$ cat src/rtl/cam_tcam_if.sv
// cam_tcam_if: bus interface for the ternary CAM.
//
// Carries the read, write, invalidate and search requests into the CAM, and
// the registered read and search results back out.
//   master modport : request side (drives the *_i signals, observes the *_o signals)
//   slave modport  : CAM side (observes the *_i signals, drives the *_o signals)
// Parameters:
//   DATA_WIDTH  : width of keys, masks and search data
//   INDEX_WIDTH : width of every entry index
interface cam_tcam_if #(
  parameter int DATA_WIDTH  = 32,
  parameter int INDEX_WIDTH = 4
);

  logic                   read_i;
  logic [INDEX_WIDTH-1:0] read_index_i;
  logic                   write_i;
  logic [INDEX_WIDTH-1:0] write_index_i;
  logic [DATA_WIDTH-1:0]  write_data_i;
  logic [DATA_WIDTH-1:0]  write_mask_i;
  logic                   invalidate_i;
  logic [INDEX_WIDTH-1:0] invalidate_index_i;
  logic                   search_i;
  logic [DATA_WIDTH-1:0]  search_data_i;

  logic                   read_valid_o;
  logic [DATA_WIDTH-1:0]  read_value_o;
  logic [DATA_WIDTH-1:0]  read_mask_o;
  logic                   search_valid_o;
  logic [INDEX_WIDTH-1:0] search_index_o;
  logic                   search_multi_o;
  logic                   search_miss_o;

  modport master (
    output read_i, read_index_i,
    output write_i, write_index_i, write_data_i, write_mask_i,
    output invalidate_i, invalidate_index_i,
    output search_i, search_data_i,
    input  read_valid_o, read_value_o, read_mask_o,
    input  search_valid_o, search_index_o, search_multi_o, search_miss_o
  );

  modport slave (
    input  read_i, read_index_i,
    input  write_i, write_index_i, write_data_i, write_mask_i,
    input  invalidate_i, invalidate_index_i,
    input  search_i, search_data_i,
    output read_valid_o, read_value_o, read_mask_o,
    output search_valid_o, search_index_o, search_multi_o, search_miss_o
  );

endinterface

$ cat src/rtl/cam_tcam.sv
// cam_tcam: parametrised ternary content-addressable memory.
//
// Each entry holds a key, a care mask (1 = bit compared, 0 = don't-care) and
// a valid bit. Searches run through a two-stage pipeline: stage 1 registers
// the per-entry match vector, and stage 2 priority-encodes the lowest
// matching index and flags a multi-hit or a miss. The result appears two
// cycles after search_i, and a new search is accepted every cycle.
// Ports:
//   clk   : clock, all state updates on the rising edge
//   reset : asynchronous, active-low reset (clears valid bits, outputs, pipeline)
//   bus   : cam_tcam_if slave modport (read/write/invalidate/search requests
//           and the read/search results)
module cam_tcam #(
  parameter int DATA_WIDTH  = 32,
  parameter int DEPTH       = 16,
  parameter int INDEX_WIDTH = $clog2(DEPTH)
) (
  input logic        clk,
  input logic        reset,
  cam_tcam_if.slave  bus
);

  logic [DATA_WIDTH-1:0]  key_mem  [DEPTH];
  logic [DATA_WIDTH-1:0]  mask_mem [DEPTH];
  logic [DEPTH-1:0]       valid_q;

  logic [DEPTH-1:0]       match;
  logic                   s1_valid;
  logic [DEPTH-1:0]       s1_match;

  logic [INDEX_WIDTH-1:0] enc_index;
  logic                   enc_hit;
  logic                   enc_multi;

  // Key and mask storage carries no reset; the valid bit alone decides
  // whether an entry takes part in reads and searches.
  always_ff @(posedge clk) begin
    if (bus.write_i) begin
      key_mem[bus.write_index_i]  <= bus.write_data_i;
      mask_mem[bus.write_index_i] <= bus.write_mask_i;
    end
  end

  // Invalidate is applied after write, so it wins when both target the
  // same entry in one cycle.
  always_ff @(posedge clk or negedge reset) begin
    if (!reset) begin
      valid_q <= '0;
    end else begin
      if (bus.write_i) begin
        valid_q[bus.write_index_i] <= 1'b1;
      end
      if (bus.invalidate_i) begin
        valid_q[bus.invalidate_index_i] <= 1'b0;
      end
    end
  end

  // The read port samples the pre-write state. Value and mask hold while
  // no read is requested.
  always_ff @(posedge clk or negedge reset) begin
    if (!reset) begin
      bus.read_valid_o <= 1'b0;
      bus.read_value_o <= '0;
      bus.read_mask_o  <= '0;
    end else begin
      bus.read_valid_o <= bus.read_i & valid_q[bus.read_index_i];
      if (bus.read_i) begin
        bus.read_value_o <= key_mem[bus.read_index_i];
        bus.read_mask_o  <= mask_mem[bus.read_index_i];
      end
    end
  end

  // Ternary compare: only bits with the mask set have to agree.
  always_comb begin
    match = '0;
    for (int i = 0; i < DEPTH; i++) begin
      match[i] = valid_q[i] &&
                 (((bus.search_data_i ^ key_mem[i]) & mask_mem[i]) == '0);
    end
  end

  // Stage 1 register. The match vector is cleared when there is no search,
  // so an idle stage never carries a stale match into stage 2.
  always_ff @(posedge clk or negedge reset) begin
    if (!reset) begin
      s1_valid <= 1'b0;
      s1_match <= '0;
    end else begin
      s1_valid <= bus.search_i;
      s1_match <= bus.search_i ? match : '0;
    end
  end

  // Priority encoder. The loop runs from the top index down, so the lowest
  // set bit is the last one assigned. Clearing the lowest set bit leaves
  // something non-zero exactly when two or more entries matched.
  always_comb begin
    enc_index = '0;
    for (int i = DEPTH - 1; i >= 0; i--) begin
      if (s1_match[i]) begin
        enc_index = INDEX_WIDTH'(i);
      end
    end
    enc_hit   = |s1_match;
    enc_multi = (s1_match & (s1_match - DEPTH'(1))) != '0;
  end

  // Stage 2 register. Exactly one of valid or miss pulses per search. The
  // index only updates on a hit, so it holds across misses and idle cycles.
  always_ff @(posedge clk or negedge reset) begin
    if (!reset) begin
      bus.search_valid_o <= 1'b0;
      bus.search_miss_o  <= 1'b0;
      bus.search_multi_o <= 1'b0;
      bus.search_index_o <= '0;
    end else begin
      bus.search_valid_o <= s1_valid & enc_hit;
      bus.search_miss_o  <= s1_valid & ~enc_hit;
      bus.search_multi_o <= s1_valid & enc_multi;
      if (s1_valid && enc_hit) begin
        bus.search_index_o <= enc_index;
      end
    end
  end

endmodule

$ cat src/flat_wrapper.sv
// flat-port wrapper written by rule: the top's interface ports become plain ports
module cam_tcam_flat 
#(
  parameter int DATA_WIDTH  = 32,
  parameter int DEPTH       = 16,
  parameter int INDEX_WIDTH = $clog2(DEPTH)
)
  (clk, reset, bus_read_i, bus_read_index_i, bus_write_i, bus_write_index_i, bus_write_data_i, bus_write_mask_i, bus_invalidate_i, bus_invalidate_index_i, bus_search_i, bus_search_data_i, bus_read_valid_o, bus_read_value_o, bus_read_mask_o, bus_search_valid_o, bus_search_index_o, bus_search_multi_o, bus_search_miss_o);
  cam_tcam_if #(.DATA_WIDTH(DATA_WIDTH), .INDEX_WIDTH(INDEX_WIDTH)) bus_i ();
  input logic clk;
  input logic reset;
  input wire logic [$bits(bus_i.read_i)-1:0] bus_read_i;
  input wire logic [$bits(bus_i.read_index_i)-1:0] bus_read_index_i;
  input wire logic [$bits(bus_i.write_i)-1:0] bus_write_i;
  input wire logic [$bits(bus_i.write_index_i)-1:0] bus_write_index_i;
  input wire logic [$bits(bus_i.write_data_i)-1:0] bus_write_data_i;
  input wire logic [$bits(bus_i.write_mask_i)-1:0] bus_write_mask_i;
  input wire logic [$bits(bus_i.invalidate_i)-1:0] bus_invalidate_i;
  input wire logic [$bits(bus_i.invalidate_index_i)-1:0] bus_invalidate_index_i;
  input wire logic [$bits(bus_i.search_i)-1:0] bus_search_i;
  input wire logic [$bits(bus_i.search_data_i)-1:0] bus_search_data_i;
  output wire logic [$bits(bus_i.read_valid_o)-1:0] bus_read_valid_o;
  output wire logic [$bits(bus_i.read_value_o)-1:0] bus_read_value_o;
  output wire logic [$bits(bus_i.read_mask_o)-1:0] bus_read_mask_o;
  output wire logic [$bits(bus_i.search_valid_o)-1:0] bus_search_valid_o;
  output wire logic [$bits(bus_i.search_index_o)-1:0] bus_search_index_o;
  output wire logic [$bits(bus_i.search_multi_o)-1:0] bus_search_multi_o;
  output wire logic [$bits(bus_i.search_miss_o)-1:0] bus_search_miss_o;
  assign bus_i.read_i = bus_read_i;
  assign bus_i.read_index_i = bus_read_index_i;
  assign bus_i.write_i = bus_write_i;
  assign bus_i.write_index_i = bus_write_index_i;
  assign bus_i.write_data_i = bus_write_data_i;
  assign bus_i.write_mask_i = bus_write_mask_i;
  assign bus_i.invalidate_i = bus_invalidate_i;
  assign bus_i.invalidate_index_i = bus_invalidate_index_i;
  assign bus_i.search_i = bus_search_i;
  assign bus_i.search_data_i = bus_search_data_i;
  assign bus_read_valid_o = bus_i.read_valid_o;
  assign bus_read_value_o = bus_i.read_value_o;
  assign bus_read_mask_o = bus_i.read_mask_o;
  assign bus_search_valid_o = bus_i.search_valid_o;
  assign bus_search_index_o = bus_i.search_index_o;
  assign bus_search_multi_o = bus_i.search_multi_o;
  assign bus_search_miss_o = bus_i.search_miss_o;
  cam_tcam #(.DATA_WIDTH(DATA_WIDTH), .DEPTH(DEPTH), .INDEX_WIDTH(INDEX_WIDTH)) u_core (.clk(clk), .reset(reset), .bus(bus_i));
endmodule
$ cat config.mk
export PLATFORM = sky130hd
export DESIGN_NAME = cam_tcam_flat
export DESIGN_NICKNAME = d
export VERILOG_FILES = /design/src/rtl/cam_tcam_if.sv /design/src/rtl/cam_tcam.sv /design/src/flat_wrapper.sv
export SDC_FILE = /design/constraint.sdc
export NUM_CORES = 2
export LEC_CHECK = 0
export ABC_AREA = 0
export CAP_MARGIN = 40
export CORE_MARGIN = 2
export CORE_UTILIZATION = 50
export CTS_CLUSTER_SIZE = 40
export DETAILED_ROUTE_END_ITERATION = 6
export GPL_TIMING_DRIVEN = 0
export PLACE_DENSITY = 0.76
export SYNTH_ARGS = -nofsm -noshare
export SYNTH_HDL_FRONTEND = slang
export SYNTH_SLANG_ARGS = --single-unit
$ cat constraint.sdc
create_clock -name clk -period 4.2 [get_ports clk]
set_clock_uncertainty 0.05 [all_clocks]
set_input_delay 0.42 -clock clk [delete_from_list [all_inputs] [get_ports clk]]
set_output_delay 0.42 -clock clk [all_outputs]
set_load 0.01 [all_outputs]
==> impl_metrics.env <==
export IMPL_outcome="complete, but fails checks"
export IMPL_violations="DRC"
export IMPL_die_h_um=320
export IMPL_fmax_mhz=336
export IMPL_numCtsBuffers=111
export IMPL_tightest_slew_ps=1240
export IMPL_ys_seq_elements=1129
export IMPL_antenna_found_initial=30
export IMPL_drv_slew=0
export IMPL_path_max_fanout=2
export IMPL_synth_area_mm2=0.0501
export IMPL_finalCritPeriodShare_pct=70.9
export IMPL_internal_power_mw=19.7
export IMPL_ys_warn_count=0
export IMPL_netlist_instances=2763
export IMPL_arrival_ps=3490
export IMPL_hp_class="input pin to flip-flop"
export IMPL_grtUsageMet2_pct=52.4
export IMPL_period_minus_slack_ps=2980
export IMPL_cts_sinks=1129
export IMPL_leakage_nw=20.2
export IMPL_ir_worst_vdd_v=0.000296
export IMPL_dp_hpwl_mm=138
export IMPL_ys_seq_area_share_pct=66.7
export IMPL_fp_dieW_um=320
export IMPL_htree_levels=3
export IMPL_synth_avg_cell_area_um2=18.1
export IMPL_postLayoutCellArea_mm2=0.0587
export IMPL_first_pass_iters=7
export IMPL_setup_ws_ps=1220
export IMPL_power_density_mw_per_mm2=444
export IMPL_clockRootBuffer="clkbuf_16"
export IMPL_cts_setup_buffers=0
export IMPL_p_clk_share_pct=40.5
export IMPL_synth_edf_count=1024
export IMPL_start_util_pct=50.2
export IMPL_cts_resized=0
export IMPL_critical_path_class="flip-flop to flip-flop"
export IMPL_endpoint_kind="flip-flop"
export IMPL_tritoncts="done"
export IMPL_grtUsageMet1_pct=47.1
export IMPL_grt_max_degree=75
export IMPL_io_buffers=147
export IMPL_via_count=32900
export IMPL_dp_cells=4321
export IMPL_placed_area_mm2=0.0548
export IMPL_setup_viol=0
export IMPL_ys_flop_type="edfxtp_1"
export IMPL_synthArstFlopShare_pct=9.30
export IMPL_track_usage_pct=37.1
export IMPL_pwr_share_seq_pct=49.4
export IMPL_worstPathRequired_ps=4710
export IMPL_rsz0062_at_grt="false"
export IMPL_start_kind="flip-flop"
export IMPL_cts_hold_buffers_added=1
export IMPL_drv_cap=0
export IMPL_drt_iter0_drc=6865
export IMPL_fin_util_pct=58.9
export IMPL_finalHoldViolCount=0
export IMPL_synth_cell_types=44
export IMPL_core_rowCount=116
export IMPL_gp_congestion=1.04
export IMPL_grt_use_met3_pct=16.0
export IMPL_pre_cts_slack_ps=784
export IMPL_worstSkewPairLatency_ps=710
export IMPL_syn_to_final_growth_pct=17.3
export IMPL_netSwitchingFraction_pct=24.4
export IMPL_layout_drive_gt1_share_pct=21.3
export IMPL_core_area_mm2=0.0997
export IMPL_slew_headroom_pct=17.5
export IMPL_p_comb_share_pct=10.1
export IMPL_vias_per_cell=7.21
export IMPL_path_clk_slew_ps=60
export IMPL_synth_nets=2877
export IMPL_grt_overflow=0
export IMPL_fin_nets=3254
export IMPL_dieArea_mm2=0.103
export IMPL_antenna_left=0
export IMPL_p_sw_mw=6.35
export IMPL_grt_busiest_layer="met2"
export IMPL_fillers=7088
export IMPL_drcViolationCount=3
export IMPL_io_pins=186
export IMPL_final_cells=4558
export IMPL_grt_first_pass_wirelength_mm=257
export IMPL_routedWlPerCell_um=42.0
export IMPL_clockBufferDepth=3
export IMPL_routed_wl_mm=192
export IMPL_first_global_vias=31400
export IMPL_fin_hold_ws_ps=69.1
## registers in the layout, summed over array words and instances, names as in the netlist
signal                     flops
u_core.bus.read_mask_o        32
u_core.bus.read_valid_o        1
u_core.bus.read_value_o       32
u_core.bus.search_index_o      4
u_core.bus.search_miss_o       1
u_core.bus.search_multi_o      1
u_core.bus.search_valid_o      1
u_core.key_mem               512
u_core.mask_mem              512
u_core.s1_match               16
u_core.s1_valid                1
u_core.valid_q                16
## worst max-delay path: stages (launching register included)
cell and delay (ps):
edfxtp_1 430, xor2_1 270, a222oi_1 1130, nand4_1 480, nor3_1 470
## power by group through the flow
stage	combinational (mW)	clock (mW)	sequential, mW
finish	2.63	10.5	12.9
global route	2.66	10.9	12.9
CTS	2.53	10.5	12.9
detailed placement	2.51	0	13.1
global placement	2.40	0	13.1
floorplan	1.18	0	13.0
## cell usage after synthesis (7+ instances only)
cell type / count / area [um^2]
edfxtp_1: 1024 / 30700
xor2_1: 512 / 4480
mux4_2: 261 / 5880
mux2i_1: 128 / 1280
dfrtp_1: 105 / 2630
a221oi_1: 96 / 841
a22o_1: 96 / 841
nand2b_1: 70 / 438
buf_2: 64 / 320
o221ai_1: 64 / 561
clkbuf_1: 53 / 199
nand4_1: 48 / 300
a22oi_1: 32 / 240
buf_4: 32 / 240
nand2_1: 31 / 116
nor3_1: 30 / 150
nor2_1: 19 / 71.3
a222oi_1: 16 / 160
buf_1: 12 / 45.0
a21oi_1: 8 / 40.0
o22a_1: 7 / 61.3
## cell usage in the layout (no fill, tap or decap), drive strengths merged, types with 2 or more instances in the layout
cell type	netlist	routed
bufinv	0	16
o32a	6	6
clkinvlp	0	5
a22oi	32	32
o31a	2	2
clkinv	0	34
diode	0	23
a222oi	16	16
maj3	2	2
clkbuf	53	204
nand2b	70	70
edfxtp	1024	1024
mux4	261	261
nand3b	2	2
clkdlybuf4s50	0	146
nand4	48	48
nand3	5	5
dfrtp	105	105
xor2	512	512
buf	110	227
o21ai	3	3
nor3	30	30
a31oi	4	4
nor4	7	7
o211ai	2	2
o22a	7	7
inv	6	10
o221ai	64	64
nand2	31	31
a21oi	8	8
nor2	19	19
nor2b	4	4
o31ai	2	2
mux2i	128	128
a221oi	96	96
a22o	96	96
## metal layers
layer  vias to the layer above  part of all wire, %
met5                         -                 0.19
met2                      3439                   43
met3                       674                   17
met1                     16600                   33
li1                      12100                    -
met4                        38                  6.9
## through the flow
step	setup TNS, ps	power, mW
after floorplan	-485380	14.2
after global placement	-4860680	15.5
after detailed placement	0	15.6
after CTS	0	25.9
after global routing	0	26.4
final	0	26.1
## logic make-up after synthesis
kind of cell             synth area share [%]
multiplexers                             14.3
AND/OR/NAND/NOR                          2.48
buffers and inverters                    1.70
XOR/XNOR                                 8.96
flip-flops                               66.7
AO/OA/AOI/OAI                            5.85
adder cells (fa/ha/maj)                0.0400
## area by class of cell
cell class | count | area [um^2] | share of cell area [%]
clock inverter | 59 | 728 | 1.24
inverter | 6 | 22.5 | 0.0384
tap | 1298 | 1620 | 2.77
sequential | 1129 | 33400 | 56.9
antenna | 23 | 57.6 | 0.0980
timing repair buffer | 264 | 2980 | 5.08
buffer | 163 | 853 | 1.45
clock buffer | 151 | 3080 | 5.25
multi-input combinational | 1465 | 16000 | 27.2
## worst paths after layout
kind	startpoint	end	slack, ps	depth (start not counted)
worst max-delay path	u_core.key_mem[5][19]	u_core.s1_match[5]	1220	4
worst min-delay path	bus_invalidate_index_i[3]	u_core.valid_q[12]	70	2
worst max register to register	u_core.key_mem[5][19]	u_core.s1_match[5]	1220	4
worst min register to register	u_core.bus.search_index_o[1]	u_core.bus.search_index_o[1]	440	2
max in group asynchronous	reset	u_core.bus.read_mask_o[23]	3090	3
min in group asynchronous	reset	u_core.bus.read_value_o[29]	160	2
Note: power is estimated with default switching activity, not from simulation.
==> edit, RTL diff (same flow settings) <==
`DEPTH` is set to 16 in 2 places; all go to 8.
--- a/src/rtl/cam_tcam.sv
+++ b/src/rtl/cam_tcam.sv
@@ -13,5 +13,5 @@
 module cam_tcam #(
   parameter int DATA_WIDTH  = 32,
-  parameter int DEPTH       = 16,
+  parameter int DEPTH       = 8,
   parameter int INDEX_WIDTH = $clog2(DEPTH)
 ) (
--- a/src/flat_wrapper.sv
+++ b/src/flat_wrapper.sv
@@ -3,5 +3,5 @@
 #(
   parameter int DATA_WIDTH  = 32,
-  parameter int DEPTH       = 16,
+  parameter int DEPTH       = 8,
   parameter int INDEX_WIDTH = $clog2(DEPTH)
 )
Interface: changed (resized bus_invalidate_index_i, bus_read_index_i, bus_search_index_o and bus_write_index_i); port bits go from 186 to 182. The function was not compared with the original's and may differ.
==> edit against the unedited design <==
Routed wire length shrank 56%; worst setup slack gained 680 ps; power shrank 46%; critical path depth grew 1; design area shrank 47%; synthesized area shrank 48%; utilization grew 2.2 points; sequential cell count shrank 529.
==> edit: results (changes against the unedited design) <==
DPL Wire Length = 62.2 mm (-55%)
Synth top cells by count = 512 x sky130_fd_sc_hd__edfxtp_1, 256 x sky130_fd_sc_hd__xor2_1, 130 x sky130_fd_sc_hd__mux4_2
Wire length reported by the detailed router = 84.4 mm (-56%)
Minimum hold slack = 151 ps (+81.8 ps)
Fillcell total = 3690 (-48%)
Inserted Clock Buffers = 59 (-47%)
Number of levels in the clock H-tree = 2 (-1)
Cells taking the most area after synthesis = sky130_fd_sc_hd__edfxtp_1 59%, sky130_fd_sc_hd__mux4_2 11%, sky130_fd_sc_hd__xor2_1 8.7%, sky130_fd_sc_hd__dfrtp_1 8.5%, sky130_fd_sc_hd__mux2i_1 2.5%
CP Launch Point = u_core.key_mem[2][15]$_DFFE_PP_
Placer congestion estimate = 0.927 (-11%)
All-Layer GR Usage = 31.8% (-5.3 points)
Fraction of the yosys area taken by sequential cells = 67.8% (+1.2 points)
Hold path start = bus_read_i
Switching Power = 3.35 mW (-47%)
Worst slew pin tran = 1000 ps (-235 ps)
Port buffer count = 145 (-1.4%)
Total nets after synthesis = 1592 (-45%)
Leakage power summed over all cells = 10.9 nW (-46%)
Endpoint of the worst hold-timing path = u_core.bus.read_mask_o[1]$_DFFE_PN0P_
Hold path cells = 3 (+1)
Run status = finished clean
Async set-reset flop share out of synthesis = 14.7% (+5.4 points)
Registers with the most flip-flops = u_core.key_mem x256, u_core.mask_mem x256
Maximum ir drop on the vdd rail = 0.000306 V (+3.2%)
Via total after detailed routing = 16144 (-51%)
Share of final-layout standard cells stronger than drive strength 1 = 17.3% (-4.0 points)
Maximum clock frequency = 0.434 GHz (+29%)
## edit: cell type report
cell class | instances | share of cell area (%)
Sequential cell | 600 | 56.1
Clock inverter | 33 | 1.29
Clock buffer | 78 | 5.26
Inverter | 5 | 0.0599
Timing Repair Buffer | 204 | 7.85
Buffer | 83 | 1.15
Antenna cell | 2 | 0.0160
Multi-Input combinational cell | 793 | 25.6
Tap cell | 680 | 2.71
## edit: power by group through the flow
stage	clock network (mW)	logic, mW	registers, mW
2_1_floorplan	0	0.667	7.02
3_3_place_gp	0	1.38	7.04
3_5_place_dp	0	1.48	7.03
4_1_cts	5.65	1.49	6.91
5_1_grt	5.87	1.57	6.93
6_report	5.63	1.51	6.92
## edit: how the worst max path moves through the flow
stage / to / cells after the start
floorplan: u_core.valid_q[5]$_DFF_PN0_ / 3
finish: u_core.s1_match[2]$_DFF_PN0_ / 5
detailed placement: u_core.key_mem[5][4]$_DFFE_PP_ / 5
CTS: u_core.s1_match[3]$_DFF_PN0_ / 5
global route: u_core.s1_match[2]$_DFF_PN0_ / 5
global placement: u_core.valid_q[5]$_DFF_PN0_ / 4
## edit: what timing repair did
item,in CTS,in global routing
buffers inserted,0,0
resized for setup,0,0
endpoints found under the hold margin,47,0
hold buffers,1,0
## edit: per-layer routing
layer / track usage, % / routed length (µm) / vias to the layer above
met4: 14.1 / 4320 / 4
li1: - / - / 6433
met1: 43.1 / 30600 / 8230
met2: 49.2 / 38900 / 1247
met3: 7.73 / 10600 / 230
met5: 0 / 27 / -
## edit: critical path, stage by stage (launching register included)
cell	delay, ps
sky130_fd_sc_hd__edfxtp_1	400
sky130_fd_sc_hd__xor2_1	200
sky130_fd_sc_hd__a22o_1	290
sky130_fd_sc_hd__a221oi_1	630
sky130_fd_sc_hd__nand4_1	380
sky130_fd_sc_hd__nor3_1	260
## edit: kinds of logic (layout without fill, tap and decap cells)
| family | count (synthesis) | count (layout) | synth area share (%) |
|---|---|---|---|
| simple gates | 136 | 136 | 2.36 |
| fa+ha+maj | 2 | 2 | 0.0821 |
| xor+xnor | 256 | 256 | 8.65 |
| flops | 600 | 600 | 67.8 |
| compound gates | 204 | 204 | 5.81 |
| buf+inv | 88 | 403 | 1.47 |
| mux | 195 | 195 | 13.8 |
| other cells | 0 | 2 | 0 |
## edit: per-stage QoR
step,instances,instance area (µm²),power [mW]
4_1_cts,2476,31300,14.0
2_1_floorplan,1481,25900,7.69
5_1_grt,2476,31300,14.4
3_3_place_gp,2306,28200,8.42
6_report,2478,31400,14.1
3_5_place_dp,2364,29300,8.51
